[src/rtl/uart_hex_tx_sender_if.sv]
// Handshake/data bundle for the hex-over-UART sender: trigger inputs,
// the switch value and the serial line plus status outputs.
interface uart_hex_tx_sender_if;
    logic       send_btn;
    logic       send_req;
    logic [7:0] switch_data;
    logic       uart_txd;
    logic       busy;
    logic       tx_done;

    modport master (
        output send_btn,
        output send_req,
        output switch_data,
        input  uart_txd,
        input  busy,
        input  tx_done
    );

    modport slave (
        input  send_btn,
        input  send_req,
        input  switch_data,
        output uart_txd,
        output busy,
        output tx_done
    );
endinterface

[src/rtl/uart_hex_tx_sender.sv]
// Latches an 8-bit switch value on a debounced button press or a request
// pulse and sends it over UART 8N1 as two uppercase hex digits, CR, LF.
module uart_hex_tx_sender #(
    parameter int CLKS_PER_BIT    = 434,
    parameter int DEBOUNCE_CYCLES = 1_000_000
) (
    input  logic                 clk,
    input  logic                 rst,
    uart_hex_tx_sender_if.slave  bus
);
    localparam int BAUD_W = (CLKS_PER_BIT > 1) ? $clog2(CLKS_PER_BIT) : 1;
    localparam int DB_W   = $clog2(DEBOUNCE_CYCLES + 1);
    localparam logic [BAUD_W-1:0] BAUD_LAST = BAUD_W'(CLKS_PER_BIT - 1);
    localparam logic [DB_W-1:0]   DB_LAST   = DB_W'(DEBOUNCE_CYCLES - 1);

    typedef enum logic [1:0] {
        S_IDLE  = 2'd0,
        S_START = 2'd1,
        S_DATA  = 2'd2,
        S_STOP  = 2'd3
    } state_t;

    // ASCII for one hex nibble, uppercase letters.
    function automatic logic [7:0] hex_char(input logic [3:0] nib);
        logic [7:0] c;
        if (nib < 4'd10) begin
            c = 8'h30 + {4'h0, nib};
        end else begin
            c = 8'h37 + {4'h0, nib};
        end
        return c;
    endfunction

    // Character at position idx of the message "HL\r\n".
    function automatic logic [7:0] msg_char(input logic [7:0] data, input logic [1:0] idx);
        logic [7:0] c;
        case (idx)
            2'd0:    c = hex_char(data[7:4]);
            2'd1:    c = hex_char(data[3:0]);
            2'd2:    c = 8'h0D;
            default: c = 8'h0A;
        endcase
        return c;
    endfunction

    logic              r_btn_meta;
    logic              r_btn_sync;
    logic              r_btn_db;
    logic [DB_W-1:0]   r_db_cnt;
    state_t            r_state;
    logic [BAUD_W-1:0] r_baud;
    logic [2:0]        r_bit;
    logic [1:0]        r_idx;
    logic [7:0]        r_data;
    logic              r_txd;
    logic              r_busy;
    logic              r_done;

    logic              w_press;
    logic              w_trigger;
    logic              w_baud_last;
    state_t            w_state_nxt;
    logic [BAUD_W-1:0] w_baud_nxt;
    logic [2:0]        w_bit_nxt;
    logic [1:0]        w_idx_nxt;
    logic [7:0]        w_data_nxt;
    logic [7:0]        w_char_nxt;
    logic              w_txd_nxt;
    logic              w_busy_nxt;
    logic              w_done_nxt;

    // Two-flop synchronizer for the asynchronous button (idles released = 1).
    always_ff @(posedge clk or negedge rst) begin
        if (!rst) begin
            r_btn_meta <= 1'b1;
            r_btn_sync <= 1'b1;
        end else begin
            r_btn_meta <= bus.send_btn;
            r_btn_sync <= r_btn_meta;
        end
    end

    // Debouncer: accept a level only after it has differed for DEBOUNCE_CYCLES cycles.
    always_ff @(posedge clk or negedge rst) begin
        if (!rst) begin
            r_btn_db <= 1'b1;
            r_db_cnt <= '0;
        end else if (r_btn_sync == r_btn_db) begin
            r_db_cnt <= '0;
        end else if (r_db_cnt == DB_LAST) begin
            r_btn_db <= r_btn_sync;
            r_db_cnt <= '0;
        end else begin
            r_db_cnt <= r_db_cnt + DB_W'(1);
        end
    end

    // The press event is the cycle in which a debounced 1->0 change is accepted.
    assign w_press     = r_btn_db & ~r_btn_sync & (r_db_cnt == DB_LAST);
    assign w_trigger   = w_press | bus.send_req;
    assign w_baud_last = (r_baud == BAUD_LAST);

    // State and counter registers, plus registered line/status outputs.
    always_ff @(posedge clk or negedge rst) begin
        if (!rst) begin
            r_state <= S_IDLE;
            r_baud  <= '0;
            r_bit   <= 3'd0;
            r_idx   <= 2'd0;
            r_data  <= 8'h00;
            r_txd   <= 1'b1;
            r_busy  <= 1'b0;
            r_done  <= 1'b0;
        end else begin
            r_state <= w_state_nxt;
            r_baud  <= w_baud_nxt;
            r_bit   <= w_bit_nxt;
            r_idx   <= w_idx_nxt;
            r_data  <= w_data_nxt;
            r_txd   <= w_txd_nxt;
            r_busy  <= w_busy_nxt;
            r_done  <= w_done_nxt;
        end
    end

    // Next-state logic: frame sequencing and character stepping; triggers only land in IDLE.
    always_comb begin
        w_state_nxt = r_state;
        w_baud_nxt  = r_baud;
        w_bit_nxt   = r_bit;
        w_idx_nxt   = r_idx;
        w_data_nxt  = r_data;
        case (r_state)
            S_IDLE: begin
                if (w_trigger) begin
                    w_state_nxt = S_START;
                    w_baud_nxt  = '0;
                    w_bit_nxt   = 3'd0;
                    w_idx_nxt   = 2'd0;
                    w_data_nxt  = bus.switch_data;
                end else begin
                    w_state_nxt = S_IDLE;
                end
            end
            S_START: begin
                if (w_baud_last) begin
                    w_state_nxt = S_DATA;
                    w_baud_nxt  = '0;
                end else begin
                    w_baud_nxt  = r_baud + BAUD_W'(1);
                end
            end
            S_DATA: begin
                if (w_baud_last) begin
                    w_baud_nxt = '0;
                    w_bit_nxt  = r_bit + 3'd1;
                    if (r_bit == 3'd7) begin
                        w_state_nxt = S_STOP;
                    end else begin
                        w_state_nxt = S_DATA;
                    end
                end else begin
                    w_baud_nxt = r_baud + BAUD_W'(1);
                end
            end
            S_STOP: begin
                if (w_baud_last) begin
                    w_baud_nxt = '0;
                    if (r_idx == 2'd3) begin
                        w_state_nxt = S_IDLE;
                    end else begin
                        w_idx_nxt   = r_idx + 2'd1;
                        w_state_nxt = S_START;
                    end
                end else begin
                    w_baud_nxt = r_baud + BAUD_W'(1);
                end
            end
            default: begin
                w_state_nxt = S_IDLE;
            end
        endcase
    end

    assign w_char_nxt = msg_char(w_data_nxt, w_idx_nxt);

    // Output logic: values the line and status flags take after the coming edge.
    always_comb begin
        w_txd_nxt  = 1'b1;
        w_busy_nxt = 1'b0;
        w_done_nxt = 1'b0;
        case (w_state_nxt)
            S_IDLE: begin
                w_txd_nxt  = 1'b1;
                w_busy_nxt = 1'b0;
                w_done_nxt = (r_state == S_STOP);
            end
            S_START: begin
                w_txd_nxt  = 1'b0;
                w_busy_nxt = 1'b1;
            end
            S_DATA: begin
                w_txd_nxt  = w_char_nxt[w_bit_nxt];
                w_busy_nxt = 1'b1;
            end
            S_STOP: begin
                w_txd_nxt  = 1'b1;
                w_busy_nxt = 1'b1;
            end
            default: begin
                w_txd_nxt  = 1'b1;
                w_busy_nxt = 1'b0;
            end
        endcase
    end

    assign bus.uart_txd = r_txd;
    assign bus.busy     = r_busy;
    assign bus.tx_done  = r_done;
endmodule
[src/flat_wrapper.sv]
// flat-port wrapper written by rule: the top's interface ports become plain ports
module uart_hex_tx_sender_flat 
#(
    parameter int CLKS_PER_BIT    = 434,
    parameter int DEBOUNCE_CYCLES = 1_000_000
)
  (clk, rst, bus_send_btn, bus_send_req, bus_switch_data, bus_uart_txd, bus_busy, bus_tx_done);
  uart_hex_tx_sender_if bus_i ();
  input  logic clk;
  input  logic rst;
  input wire logic [$bits(bus_i.send_btn)-1:0] bus_send_btn;
  input wire logic [$bits(bus_i.send_req)-1:0] bus_send_req;
  input wire logic [$bits(bus_i.switch_data)-1:0] bus_switch_data;
  output wire logic [$bits(bus_i.uart_txd)-1:0] bus_uart_txd;
  output wire logic [$bits(bus_i.busy)-1:0] bus_busy;
  output wire logic [$bits(bus_i.tx_done)-1:0] bus_tx_done;
  assign bus_i.send_btn = bus_send_btn;
  assign bus_i.send_req = bus_send_req;
  assign bus_i.switch_data = bus_switch_data;
  assign bus_uart_txd = bus_i.uart_txd;
  assign bus_busy = bus_i.busy;
  assign bus_tx_done = bus_i.tx_done;
  uart_hex_tx_sender #(.CLKS_PER_BIT(CLKS_PER_BIT), .DEBOUNCE_CYCLES(DEBOUNCE_CYCLES)) u_core (.clk(clk), .rst(rst), .bus(bus_i));
endmodule
[config.mk]
export PLATFORM = sky130hd
export DESIGN_NAME = uart_hex_tx_sender_flat
export DESIGN_NICKNAME = d
export VERILOG_FILES = /design/src/rtl/uart_hex_tx_sender_if.sv /design/src/rtl/uart_hex_tx_sender.sv /design/src/flat_wrapper.sv
export SDC_FILE = /design/constraint.sdc
export NUM_CORES = 1
export LEC_CHECK = 0
export ABC_CLOCK_PERIOD_IN_PS = 10850
export BUFFER_PORTS_ARGS = -buffer_cell sky130_fd_sc_hd__buf_2
export CORE_MARGIN = 8
export CORE_UTILIZATION = 30
export DETAILED_ROUTE_END_ITERATION = 6
export SETUP_SLACK_MARGIN = 0.4
export SLEW_MARGIN = 0
export SYNTH_ARGS = -nofsm -noshare
export SYNTH_HDL_FRONTEND = slang
export SYNTH_SLANG_ARGS = --single-unit
export TNS_END_PERCENT = 100
[constraint.sdc]
create_clock -name clk -period 10.85 [get_ports clk]
set_clock_uncertainty 0.1 [all_clocks]
set_input_delay 3.255 -clock clk [delete_from_list [all_inputs] [get_ports clk]]
set_output_delay 3.255 -clock clk [all_outputs]
set_load 0.01 [all_outputs]
# --- Yosys cells after proc, flatten, opt, wreduce, memory -nomap -nowiden ---
# Cells that the tools add are included.
# Widths: inputs -> output; s select.
word_totals:
  regBits: 50
  input_bits: 12
  output_inout_bits: 3
  word_cells: 78
op_classes:
  add_sub_neg: 8
  order_cmp: 3
  eq_ne: 14
  n_mux: 29
  n_bitwise: 5
  n_reduce_logical: 7
op_table:
  columns: ["operator", "n"]
  rows:
  - ["$mux 20", 2]
  - ["$add 6x4->7 const A", 4]
  - ["$mux 8", 3]
  - ["$pmux 8 s3", 1]
  - ["$add 20x1->20 const B", 1]
  - ["$eq 20x20->1 const B", 1]
  - ["$mux 9", 2]
  - ["$pmux 9 s2", 1]
  - ["$eq 2x2->1 const B", 6]
  - ["$mux 2", 6]
  - ["$add 9x1->9 const B", 1]
  - ["$eq 9x9->1 const B", 1]
  - ["$lt 4x4->1 const B", 2]
  - ["$pmux 2 s4", 1]
  - ["$mux 7", 1]
  - ["$eq 2x1->1 const B", 3]
  - ["$logic_not 2->1", 3]
  - ["$mux 3", 2]
  - ["$pmux 3 s2", 1]
  - ["$reduce_or 3->1", 2]
  - ["$mux 1", 5]
  - ["$lt 3x4->1 const B", 1]
  - ["$pmux 2 s2", 1]
  - ["$add 3x1->3 const B", 1]
  - ["12 further kinds", 14]

# --- Depth between registers and ports, before layout ---
logic_depth:
  depth_word: 12
  mapped_depth: 17
  depth_no_buf: 14

# --- Worst setup path before layout ---
# No wires, ideal clock.
synth_path:
  path_type: "in2reg"
  from: "input bus_send_req"
  to: "register u_core.r_txd (netlist: u_core.bus.uart_txd)"
  setup_ns: 0.088
  arrival_time_ns: 5.671
  required_time_ns: 10.662
  path_slack_ns: 4.992
  path_stages: 11
  path_buffers: 3
  path_cell_list: "o2bb2a_4 > buf_6 > clkbuf_1 > buf_2 > mux2i_1 > ha_1 > inv_1 > or4b_1 > a21oi_1 > o32ai_1 > a221oi_2"
synth_between:
  elab_chain_len: 9
  elab_cells_between_ends: 29
  classes_between: "add/sub: 4; order compare: 2; eq/ne: 5; mux: 14; bitwise: 1; reduce/logical: 3"
synth_rtl:
  columns: ["element", "line", "source"]
  rows:
  - ["start: declaration", "flat_wrapper.sv:12", "input wire logic [$bits(bus_i.send_req)-1:0] bus_send_req;"]
  - ["$or 1x1->1 *", "uart_hex_tx_sender.sv:100", "assign w_trigger = w_press | bus.send_req;"]
  - ["$mux 8", "uart_hex_tx_sender.sv:135", "if (w_trigger) begin"]
  - ["$mux 8", "uart_hex_tx_sender.sv:133", "case (r_state)"]
  - ["$add 6x4->7, or another cell as far along", "uart_hex_tx_sender.sv:29", "c = 8'h37 + {4'h0, nib};"]
  - ["$mux 8 or $mux 7 (tied branches)", "uart_hex_tx_sender.sv:26", "if (nib < 4'd10) begin"]
  - ["$pmux 8 s3", "uart_hex_tx_sender.sv:37", "case (idx)"]
  - ["$bmux 1 s3", "uart_hex_tx_sender.sv:203", "w_txd_nxt = w_char_nxt[w_bit_nxt];"]
  - ["$mux 1 (implied by the code)", "uart_hex_tx_sender.sv:203", null]
  - ["$pmux 1 s3 *", "uart_hex_tx_sender.sv:192", "case (w_state_nxt)"]
  - ["net u_core.w_txd_nxt", "uart_hex_tx_sender.sv:68", "logic w_txd_nxt;"]
  - ["end signal: assignment", "uart_hex_tx_sender.sv:120", "r_txd <= w_txd_nxt;"]
  - ["end: declaration", "uart_hex_tx_sender.sv:55", "logic r_txd;"]
# The timed path passes the listed nets; every way through them passes the cells marked *. The select of a mux whose other input is x is not followed.
# A chain may end at the register's enable or synchronous reset.

# --- Final worst setup path ---
# Same ends and word-level chain as after synthesis.

==> metrics.yaml <==
yosysWarnings: 0
grt_pass1_wl_mm: 11.3
cts_max_level: 2
crit_buf_inv: 2
overflow: 0
dp.cells: 481
criticalPathCategory: "primary input to flip-flop"
drcViolationCount: 0
synth_top_family_by_area: "simple AND/OR/NAND/NOR gates"
rr_worst_depth: 9
cpPeakStageDelay_ns: 0.52
fin_setup_tns_ns: 0
netlist.area_leader.share_pct: 36.2
clkSinkCount: 50
cp-start-kind: "primary input"
power_density_nw_per_um2: 95.1
synthAdderAreaFrac_pct: 5.50
worstPathRequired_ns: 10.97
grtUsageTotal_pct: 9.42
place_congestion: 0.843
path_max_fanout: 25
min_path_type: "flip-flop to flip-flop"
hold_start: "u_core.r_btn_meta$_DFF_PN1_"
synth_area_leaders: "dfrtp_1 36%, ha_1 5.5%, nor2_1 4.4%"
syn_nets: 370
cts.clk_slew.worst_paths_ns: 0.10
drt_iter0_markers: 182
antenna_found_initial: 0
syn_inst: 344
cts_root_buf: "clkbuf_8"
clk_path_buf_depth: 2
worstReg2RegEnd: "u_core.bus.uart_txd$_DFF_PN1_"
synthMuxAreaShare_pct: 5.82
mostFrequentLayoutCell: "dfrtp_1"
hold_viol_final: 0
synth_cell_types: 59
drive_above_1_share_pct: 13.3
arrival_ns: 5.57
crit_family: "compound AO/OA/AOI/OAI gates"
die_x_um: 119
yosys.area_share.simple_pct: 23.9
cts_hold_buf: 0
synth_flop_cell: "dfrtp_1"
io_buffers: 14
finalNonFillerCells: 489
dpl.hpwl_mm: 4.71
rsz0062_at_grt: "false"
synth_seq_area_share_pct: 39.5
drt-total-wl_mm: 6.55
synth_edf_count: 0
synth-compound-area-share_pct: 15.2
drv_slew: 0
vdd_ir_drop_max_mv: 0.0538
clk-insertion-delay-late_ns: 0.31
drt_first_pass_iters: 4
die_y_um: 119
power.leakage_nw: 1.48
maxCapViolCount: 0
setup_violations: 0
fin_util_pct: 33.5
wl_per_cell_um: 13.4
final_cell_mix: "46 x dfrtp_1, 37 x nor2_1, 26 x o21ai_0"
synth_seq_cells: 50
antenna_left: 0
post_cts_buffers: 0
synth-xor-area-share_pct: 6.33
io-pin-count: 15
vias: 2484
hold_depth: 0
slowest_stage: "or4b_1"
cts_buffers: 5
slew_headroom_pct: 36.6
min_period_ns: 5.45
finalCritPeriodShare_pct: 50.2
path_cells: "buf_2, o2bb2a_4, mux2i_1, ha_1, inv_1, or4b_1, a21oi_1, o32ai_1, a221oi_2"
grt_max_degree: 51
grt_pass1_vias: 2391
rows: 37
start_util_pct: 30.8
status: "finished, final reports clean"
tightest_slew_ns: 0.942
area_delta_synth_final_pct: 8.61
place_ws_ns: 5.09
cp-end-kind: "flip-flop"
reg2reg_slack_ns: 7.38
max_freq_mhz: 183
rr_startpoint: "u_core.r_state[0]$_DFF_PN0_"
dieArea_um2: 14200
synth_top_area_cell: "dfrtp_1"
avgSynthCellArea_um2: 9.25
min_to: "u_core.r_btn_sync$_DFF_PN1_"
setup_slack_ns: 5.40
via_per_inst: 5.08
cts_resized: 0
async_reset_ff_share_pct: 100
cts_tree: "built"
coreArea_um2: 10300
fin_nets: 378
antenna_cells: 0
synthesis.area_um2: 3180
## cell usage after synthesis, types with 2 or more instances
library cell and number:
a2111oi_0 2, a21oi_1 12, a311o_1 2, a31oi_1 2, and2_1 6, and3_1 14, and4_1 2, buf_2 3
clkbuf_1 9, dfrtp_1 46, dfstp_2 4, ha_1 14, inv_1 14, mux2_2 8, mux2i_1 8, nand2_1 25
nand2b_1 11, nand3_1 16, nand4_1 2, nor2_1 37, nor2b_1 5, nor3_1 3, nor3b_1 4, nor4_1 2
o211ai_1 3, o21a_1 2, o21ai_0 26, o31ai_1 5, o32ai_1 2, or2_2 3, or3_1 3, xnor2_1 12
xor2_1 11
## per-layer routing
layer / up-vias / routed length, um / global-route usage (%)
li1: 1229 / - / -
met1: 1213 / 3110 / 11.7
met2: 34 / 3190 / 15.9
met3: 8 / 154 / 1.89
met4: 0 / 96 / 3.32
met5: - / 0 / 0
## registers in the layout, indices dropped and copies added (netlist names), 2 cells and up
| register | count |
|---|---|
| u_core.r_bit | 3 |
| u_core.r_baud | 9 |
| u_core.r_db_cnt | 20 |
| u_core.r_idx | 2 |
| u_core.r_data | 8 |
| u_core.r_state | 2 |
## per-stage QoR
step / hold WS, ns / cell area [um^2] / power [mW]
CTS: 0.262 / 3460 / 0.334
global placement: 0.246 / 3370 / 0.218
finish: 0.260 / 3460 / 0.329
detailed placement: 0.247 / 3370 / 0.218
floorplan: 0.245 / 3180 / 0.207
global route: 0.265 / 3460 / 0.343
## how the worst max path moves through the flow
stage	from	end	cells after the start
6_report	bus_send_req	u_core.bus.uart_txd$_DFF_PN1_	9
5_1_grt	bus_send_req	u_core.bus.uart_txd$_DFF_PN1_	9
4_1_cts	bus_send_req	u_core.bus.uart_txd$_DFF_PN1_	9
3_5_place_dp	bus_send_req	u_core.bus.uart_txd$_DFF_PN1_	9
3_3_place_gp	bus_send_req	u_core.bus.uart_txd$_DFF_PN1_	9
2_1_floorplan	bus_send_req	u_core.bus.uart_txd$_DFF_PN1_	11
## area by class of cell
type	instances	area (um^2)
Fill cell	1062	6870
Multi-Input combinational cell	265	1810
Sequential cell	50	1260
Tap cell	136	170
Timing Repair Buffer	15	77.6
Clock buffer	5	68.8
Inverter	15	56.3
Clock inverter	3	22.5
## report_power, final
part           leakage, nW  internal, mW  total [mW]  switching [mW]
logic                0.794       0.00870      0.0223          0.0136
registers            0.638         0.189       0.192         0.00281
clock network       0.0489        0.0468       0.114          0.0675
## cells by family (layout without fill, tap and decap cells)
kind of cell               Yosys count  count (layout)
xor gates and xnor gates            23              23
DFF                                 50              50
and+or+nand+nor                    141             141
buffers and inverters               29              38
muxes                               17              17
AOI/OAI and AO/OA                   70              70
adders and majority gates           14              14
Power figures use the tool's default switching activity.
